[src/rtl/multiword_sub_seq_pkg.sv]
// Shared types and constants for the word-serial wide subtractor.
// Holds the FSM state encoding and the default slice geometry.
// No logic lives here.
package multiword_sub_seq_pkg;

  // Default slice width and number of words per operand
  localparam int DEF_WIDTH = 4;
  localparam int DEF_WORDS = 4;

  // Word counter width for the default geometry
  localparam int CNT_W = $clog2(DEF_WORDS);

  // Sequencer states
  typedef enum logic {
    IDLE = 1'b0,
    RUN  = 1'b1
  } state_t;

endpackage

[src/rtl/multiword_sub_seq_sub_slice.sv]
// WIDTH-bit ripple-borrow subtractor: d = x - y - c_in, borrow out on c_out.
// Purely combinational, zero latency.
// No flow control; the sequencer drives it every cycle.
import multiword_sub_seq_pkg::*;

module fs_cell (
  input  logic x,
  input  logic y,
  input  logic c_in,
  output logic d,
  output logic c_out
);
  assign d     = x ^ y ^ c_in;
  assign c_out = (~x & y) | (~(x ^ y) & c_in);
endmodule

module sub_slice #(
  parameter int WIDTH = DEF_WIDTH
) (
  input  logic [WIDTH-1:0] x,
  input  logic [WIDTH-1:0] y,
  input  logic             c_in,
  output logic [WIDTH-1:0] d,
  output logic             c_out
);

  // Borrow chain: c[i] is the borrow into bit i
  logic [WIDTH:0] c;

  assign c[0] = c_in;

  for (genvar i = 0; i < WIDTH; i++) begin : g_bit
    fs_cell u_cell (
      .x     (x[i]),
      .y     (y[i]),
      .c_in  (c[i]),
      .d     (d[i]),
      .c_out (c[i+1])
    );
  end

  assign c_out = c[WIDTH];

endmodule

[src/rtl/multiword_sub_seq.sv]
// Wide a - b - bin computed one WIDTH-bit word per cycle through a shared slice.
// Latency: start sampled at edge k, result and done pulse after edge k+WORDS.
// start is ignored while busy; a start in the done cycle is accepted.
import multiword_sub_seq_pkg::*;

module multiword_sub_seq #(
  parameter int WIDTH = DEF_WIDTH,
  parameter int WORDS = DEF_WORDS
) (
  input  logic                   clk,
  input  logic                   rst_n,
  input  logic                   start,
  input  logic [WIDTH*WORDS-1:0] a,
  input  logic [WIDTH*WORDS-1:0] b,
  input  logic                   bin,
  output logic                   busy,
  output logic                   done,
  output logic [WIDTH*WORDS-1:0] diff,
  output logic                   bout,
  output logic                   overflow
);

  localparam int N  = WIDTH * WORDS;
  localparam int CW = (WORDS > 2) ? $clog2(WORDS) : 1;
  localparam logic [CW-1:0] LAST = CW'(WORDS - 1);

  state_t state, state_nx;

  logic [N-1:0]       a_sh, b_sh;
  logic [N-WIDTH-1:0] res;       // upper words assembled so far
  logic [CW-1:0]      cnt;
  logic               brw;
  logic               a_msb, b_msb;
  logic               done_q;

  logic [WIDTH-1:0]   s_d;
  logic               s_bo;
  logic [N-1:0]       res_nx;
  logic               last;

  sub_slice #(.WIDTH(WIDTH)) u_slice (
    .x     (a_sh[WIDTH-1:0]),
    .y     (b_sh[WIDTH-1:0]),
    .c_in  (brw),
    .d     (s_d),
    .c_out (s_bo)
  );

  // New slice word enters from the top so the LSW ends at the bottom after WORDS shifts
  assign res_nx = {s_d, res};
  assign last   = (cnt == LAST);

  // State register
  always_ff @(posedge clk) begin
    if (!rst_n) state <= IDLE;
    else        state <= state_nx;
  end

  // Next-state logic
  always_comb begin
    state_nx = state;
    case (state)
      IDLE:    if (start) state_nx = RUN;
      RUN:     if (last)  state_nx = IDLE;
      default: state_nx = IDLE;
    endcase
  end

  // Operand latch, word-serial datapath and result registers
  always_ff @(posedge clk) begin
    if (!rst_n) begin
      a_sh     <= '0;
      b_sh     <= '0;
      res      <= '0;
      cnt      <= '0;
      brw      <= 1'b0;
      a_msb    <= 1'b0;
      b_msb    <= 1'b0;
      done_q   <= 1'b0;
      diff     <= '0;
      bout     <= 1'b0;
      overflow <= 1'b0;
    end else begin
      done_q <= 1'b0;
      case (state)
        IDLE: begin
          if (start) begin
            a_sh  <= a;
            b_sh  <= b;
            brw   <= bin;
            cnt   <= '0;
            a_msb <= a[N-1];
            b_msb <= b[N-1];
          end
        end
        RUN: begin
          res  <= res_nx[N-1:WIDTH];
          brw  <= s_bo;
          a_sh <= a_sh >> WIDTH;
          b_sh <= b_sh >> WIDTH;
          cnt  <= cnt + CW'(1);
          if (last) begin
            diff     <= res_nx;
            bout     <= s_bo;
            // Signs differ and the result took the subtrahend's sign
            overflow <= (a_msb != b_msb) && (res_nx[N-1] != a_msb);
            done_q   <= 1'b1;
          end
        end
        default: ;
      endcase
    end
  end

  // Status outputs
  always_comb begin
    busy = (state == RUN);
    done = done_q;
  end

endmodule
[config.mk]
export PLATFORM = sky130hd
export DESIGN_NAME = multiword_sub_seq
export DESIGN_NICKNAME = d
export VERILOG_FILES = /design/src/rtl/multiword_sub_seq_pkg.sv /design/src/rtl/multiword_sub_seq_sub_slice.sv /design/src/rtl/multiword_sub_seq.sv
export SDC_FILE = /design/constraint.sdc
export NUM_CORES = 1
export LEC_CHECK = 0
export CORE_ASPECT_RATIO = 0.7
export CORE_MARGIN = 8
export CORE_UTILIZATION = 45
export DETAILED_ROUTE_END_ITERATION = 12
export PLACE_DENSITY = 0.74
export SYNTH_ARGS = -nofsm -noshare
export SYNTH_HDL_FRONTEND = slang
export SYNTH_SLANG_ARGS = --single-unit
[constraint.sdc]
create_clock -name clk -period 3.39 [get_ports clk]
set_input_delay 0.5085 -clock clk [delete_from_list [all_inputs] [get_ports clk]]
set_output_delay 0.5085 -clock clk [all_outputs]
set_load 0.05 [all_outputs]
==> results.md <==
- Layout Area Growth over Synthesis: 25.6%
- Seq cells post-synth: between 60 and 70
- Path type of the worst min-delay path: flip-flop to flip-flop
- Switching power as a share of total power: 0.255
- CTS max path bufs: 2
- Data required, critical path: 3.62 ns
- Gate count of the mapped netlist: 281
- Post-layout min period: about 2.5 ns
- Vias per Instance: 4.85
- Main synth FF type: dfxtp_1
- Clock root buffer: clkbuf_8
- Summed instance area of the synthesized netlist: approximately 2900 um^2
- Clock Power Share: 0.388
- Final number of hold-violating endpoints: 0
- Share of the yosys chip area belonging to registers: 0.482
- DRC violations left: 0
- Number of enable-type register cells in the synthesized netlist: 0
- Number of buffers created by CTS: 9
- Worst slack at placement: ~0.89 ns
- Clock tree skew after final layout: 0.00843 ns
- Share of final-layout standard cells stronger than drive strength 1: 0.0714
- Port-buffer cells: 55
- Placer congestion estimate: 0.704
- Number of levels in the clock H-tree: 3
- Cell area power density: 487 nW/um^2
- Maximum fanout count along the critical path: 4
- Hold Buf Count CTS: 0
- Lkg Pwr: ~1.5 nW
- Final WL: ~5700 um
- Multi-input gate area in the final layout: 1320 um^2
- Fraction of synthesis flops using an asynchronous set or reset pin: 0
- Die H: 82.8 um
- Row count: 24
- Number of pins exceeding their max-slew limit in the final report: 0
- Sequential Power Share: 0.498
- Source-to-sink clock delay at the later pin of the worst-skew pair: about 0.34 ns
- Pin count of the biggest net entering global routing: 51
- Vias post-DR: about 2000
- Internal Dissipation: 0.00131 W
- Buffers inserted by post-CTS timing repair: 0
- Tightest Pin Transition: roughly 0.99 ns
- Total nets after synthesis: approximately 320
- Count of nets after finishing: 372
- Post-route design area: 3600 um^2
- Largest voltage drop on the vdd net: between 300 and 400 uV
- Number of antenna-violating nets in the routed design: 0
- Setup repair after global routing missed its margin: no
- Number of ports placed on the die boundary: 56
- Vias in the first global route: approximately 2000
- Maximum clock rate: roughly 400 MHz
- Final total power: 0.00175 W
- Global-route wire length before repair: around 9200 um
- CTS tree: built
- Clock-pin slew on the worst setup and hold paths: about 0.080 ns
- Initial core utilization: 0.463
- Arrival time reported for the critical path endpoint: around 2.7 ns
- Worst setup SP type: flip-flop
- Die area: 9220 um^2
- Post-cts gate resize count: 0
- TritonCTS sink count: 69
- Reported net switching power: 0.000447 W
- Antenna violations before repair: 0
- Final worst path period share: 0.735
- Overall die width: ~110 um
- DP Wirelength: approximately 4000 um
- Worst setup EP type: flip-flop
- Combinational power share: 0.115
- Mean cell area of the mapped netlist: between 10 and 15 um^2
- Fill cell count: 537
- Yosys synthesis warning count: 0
- Crit path kind: flip-flop to flip-flop
- Total placed instance area: 3390 um^2
- Routed WL per cell: ~14 um
- Number of DRC markers after the initial detailed-route iteration: 53
- Fin worst setup slack: 0.899 ns
- Outcome: completed
- Overall Global Routing Usage: 0.125
- Count of max-cap constraint violations: 0
- Number of distinct standard cells referenced by the synthesized netlist: 25
- Antenna diodes: 0
- Initial DRT Pass Iterations: 4
- Sequential cell area in the final layout: approximately 1400 um^2
- Total negative slack: 0 ns
- Headroom to the max-slew limit: 0.341
- Remaining Overflow, GRT: 0
- Placeable Area: about 6200 um^2
- Count of endpoints failing setup in the final report: 0
==> per-stage QoR <==
step,utilization,hold slack [ns],instances
4_1_cts,0.582,0.458,414
5_1_grt,0.582,0.469,414
2_1_floorplan,-,0.442,281
3_5_place_dp,0.549,0.447,398
6_report,0.582,0.452,414
3_3_place_gp,0.549,0.438,398
==> per-layer routing <==
metal	vias to the layer above	track usage	wire length (um)
met5	-	0	0
met4	0	0.0437	25
met3	4	0.0534	301
met2	41	0.195	2550
met1	915	0.153	2790
li1	1047	-	-
==> state kept, by name, indices dropped and copies added, names as in the netlist <==
signal	cells
done	1
cnt	2
b_msb	1
diff	16
a_sh	16
b_sh	16
bout	1
brw	1
overflow	1
busy	1
a_msb	1
res	12
==> power by group through the flow <==
stage	clock, W	sequential [W]	combinational [W]
floorplan	0	0.000882	0.000144
global placement	0	0.000891	0.000199
detailed placement	0	0.000892	0.000203
CTS	0.000703	0.000873	0.000205
global route	0.000740	0.000878	0.000223
finish	0.000680	0.000872	0.000201
==> cell usage after synthesis, types with 4 or more instances <==
library cell / count / area (um^2)
nor2b_1: 15 / 93.8
and2_1: 24 / 150
fa_1: 4 / 80.1
nor2_1: 8 / 30.0
o21ai_1: 29 / 145
dfxtp_1: 69 / 1380
inv_1: 7 / 26.3
dlygate4sd1_1: 4 / 35.0
mux2i_1: 44 / 440
nand2_1: 32 / 120
buf_2: 5 / 25.0
buf_4: 7 / 52.6
a22o_1: 14 / 123
==> cells by family after synthesis <==
| kind of cell | Yosys count | share of synthesized area |
|---|---|---|
| muxes | 44 | 0.154 |
| adders and majority gates | 5 | 0.0323 |
| AOI/OAI and AO/OA | 51 | 0.119 |
| and+or+nand+nor | 85 | 0.154 |
| buffers and inverters | 27 | 0.0589 |
| DFF | 69 | 0.482 |
==> worst max-delay path: stages (launching register included) <==
cell	delay (ns)
dfxtp_1	0.30
inv_1	0.09
fa_1	0.17
inv_1	0.05
fa_1	0.44
fa_1	0.43
inv_1	0.09
fa_1	0.44
nor2b_1	0.16
a21oi_1	0.14
o21ai_1	0.07
==> path summary, 6_finish.rpt <==
path	from	endpoint	slack, ns	depth (start not counted)
hold / removal	diff[13]	diff[13]	0.45	2
hold reg to reg	diff[13]	diff[13]	0.45	2
setup reg to reg	brw	overflow	0.90	10
setup / recovery	brw	overflow	0.90	10
==> layout make-up <==
class | count | share of cell area
multi-input cells | 185 | 0.365
flip-flops and latches | 69 | 0.384
clock inverters | 7 | 0.0226
well taps | 78 | 0.0271
inverters | 8 | 0.00834
repair buffers | 58 | 0.158
clock buffers | 9 | 0.0344
==> placed cells by master, fill, tap and decap left out, drive strengths merged, types with 3 or more instances in the layout <==
cell,n
dfxtp,69
clkdlybuf4s50,54
mux2i,44
nand2,32
o21ai,29
and2,24
nor2b,15
a22o,14
inv,12
clkbuf,9
nor2,8
fa,4
buf,4
nor3b,3
o211a,3
Power figures use the tool's default switching activity.
==> RTL edit (config.mk and constraints unchanged) <==
Add an input register stage for `start`, `a`, `b` and `bin`; this delays them by one clock. Comments in the files are not updated.
--- a/src/rtl/multiword_sub_seq.sv
+++ b/src/rtl/multiword_sub_seq.sv
@@ -24,4 +24,16 @@
   localparam int CW = (WORDS > 2) ? $clog2(WORDS) : 1;
   localparam logic [CW-1:0] LAST = CW'(WORDS - 1);
+
+  logic start_q;
+  logic [WIDTH*WORDS-1:0] a_q;
+  logic [WIDTH*WORDS-1:0] b_q;
+  logic bin_q;
+
+  always_ff @(posedge clk) begin
+    start_q <= start;
+    a_q     <= a;
+    b_q     <= b;
+    bin_q   <= bin;
+  end
 
   state_t state, state_nx;
@@ -61,5 +73,5 @@
     state_nx = state;
     case (state)
-      IDLE:    if (start) state_nx = RUN;
+      IDLE:    if (start_q) state_nx = RUN;
       RUN:     if (last)  state_nx = IDLE;
       default: state_nx = IDLE;
@@ -85,11 +97,11 @@
       case (state)
         IDLE: begin
-          if (start) begin
-            a_sh  <= a;
-            b_sh  <= b;
-            brw   <= bin;
+          if (start_q) begin
+            a_sh  <= a_q;
+            b_sh  <= b_q;
+            brw   <= bin_q;
             cnt   <= '0;
-            a_msb <= a[N-1];
-            b_msb <= b[N-1];
+            a_msb <= a_q[N-1];
+            b_msb <= b_q[N-1];
           end
         end
Formal check against the unedited RTL: not equivalent (a bounded check fails within 4 cycles, from zero or initial values and one cycle with rst_n low).
==> RTL edit against the unedited design <==
  * Wire length is 14% higher
  * Synthesized area is 24% higher
  * Worst setup slack worse by 0.0082 ns
  * Power rose by 38%
  * Count of clock-buffer cells in the layout up 2
  * Sequential cell count up 34
  * Synthesized cell count up 12%
  * Design area grew 21%
  * Critical path type unchanged
==> RTL edit: results (changes against the unedited design) <==
| Metric | Value |
|---|---|
| Cell total after placement | 454 (+14%) |
| First-pass GRT wire length | 10,470 um (+13%) |
| P_clk | 915 uW (+35%) |
| Mapped Avg Cell Area | 11.26 um^2 (+10%) |
| Fill count | 686 (+28%) |
| Clock network area share | 6.101% (+0.40 points) |
| Multi-input combinational area share | 30.11% (-6.4 points) |
| Most frequent cells after synthesis | dfxtp_1 (103), mux2i_1 (44), nand2_1 (32), o21ai_1 (29), and2_1 (24) |
| Status | complete, no violations |
| Non-CTS buffers | 57 (-1.7%) |
| Sw frac | 22.47% (-3.0 points) |
| Routed vias | 2,212 (+10%) |
| Vias in the first global route | 2,133 (+9.1%) |
| First-iteration detailed-routing DRC count | 131 (+150%) |
| Hold slack | 0.4529 ns (+0.0006840 ns) |
| Worst-Margin Slew | 1.118 ns (+0.1295 ns) |
| Signal buf overhead | 12.95% (-2.8 points) |
| Comb. pwr | 190 uW (-5%) |
| Routed len/inst | 13.80 um (+0.80%) |
| Clock Sinks | 103 (+49%) |
| Final Non-Filler Cells | 470 (+14%) |
| NumNets Final | 405 (+8.9%) |
| GRT Overall Usage | 12.07% (-0.39 points) |
| Largest net degree at the start of global routing | 53 (+3.9%) |
| Static leakage | 1.766 nW (+21%) |
| CTS clk-pin slew, worst paths | 0.06 ns (-0.02 ns) |
| Pwr/cell area | 553.4 nW/um^2 (+14%) |
| DP HPWL | 4471 um (+12%) |
==> RTL edit: routing by layer <==
layer / track usage [%] / part of all wire [%] / vias up
met3: 4.685 / 5.9 / 7
met4: 3.943 / 0.93 / 0
li1: - / - / 1152
met5: 0 / 0 / -
met1: 16.10 / 51 / 1004
met2: 17.39 / 42 / 49
==> RTL edit: worst register-to-register path, delay by kind of cell, from the launching register on <==
family	cells	cell delay, ns
buffers and inverters	3	0.23
flip-flops	1	0.30
adder cells (fa/ha/maj)	4	1.49
AND/OR/NAND/NOR	1	0.16
AO/OA/AOI/OAI	2	0.21
==> RTL edit: metrics by stage <==
| stage | util, % | cell area [um^2] | worst slack, ns |
|---|---|---|---|
| 2_1_floorplan | - | 3546 | 1.020 |
| 3_5_place_dp | 52.79 | 4101 | 0.8868 |
| 6_report | 56.22 | 4368 | 0.8909 |
| 3_3_place_gp | 52.79 | 4101 | 0.9499 |
| 4_1_cts | 56.22 | 4368 | 0.8709 |
| 5_1_grt | 56.22 | 4368 | 0.7568 |
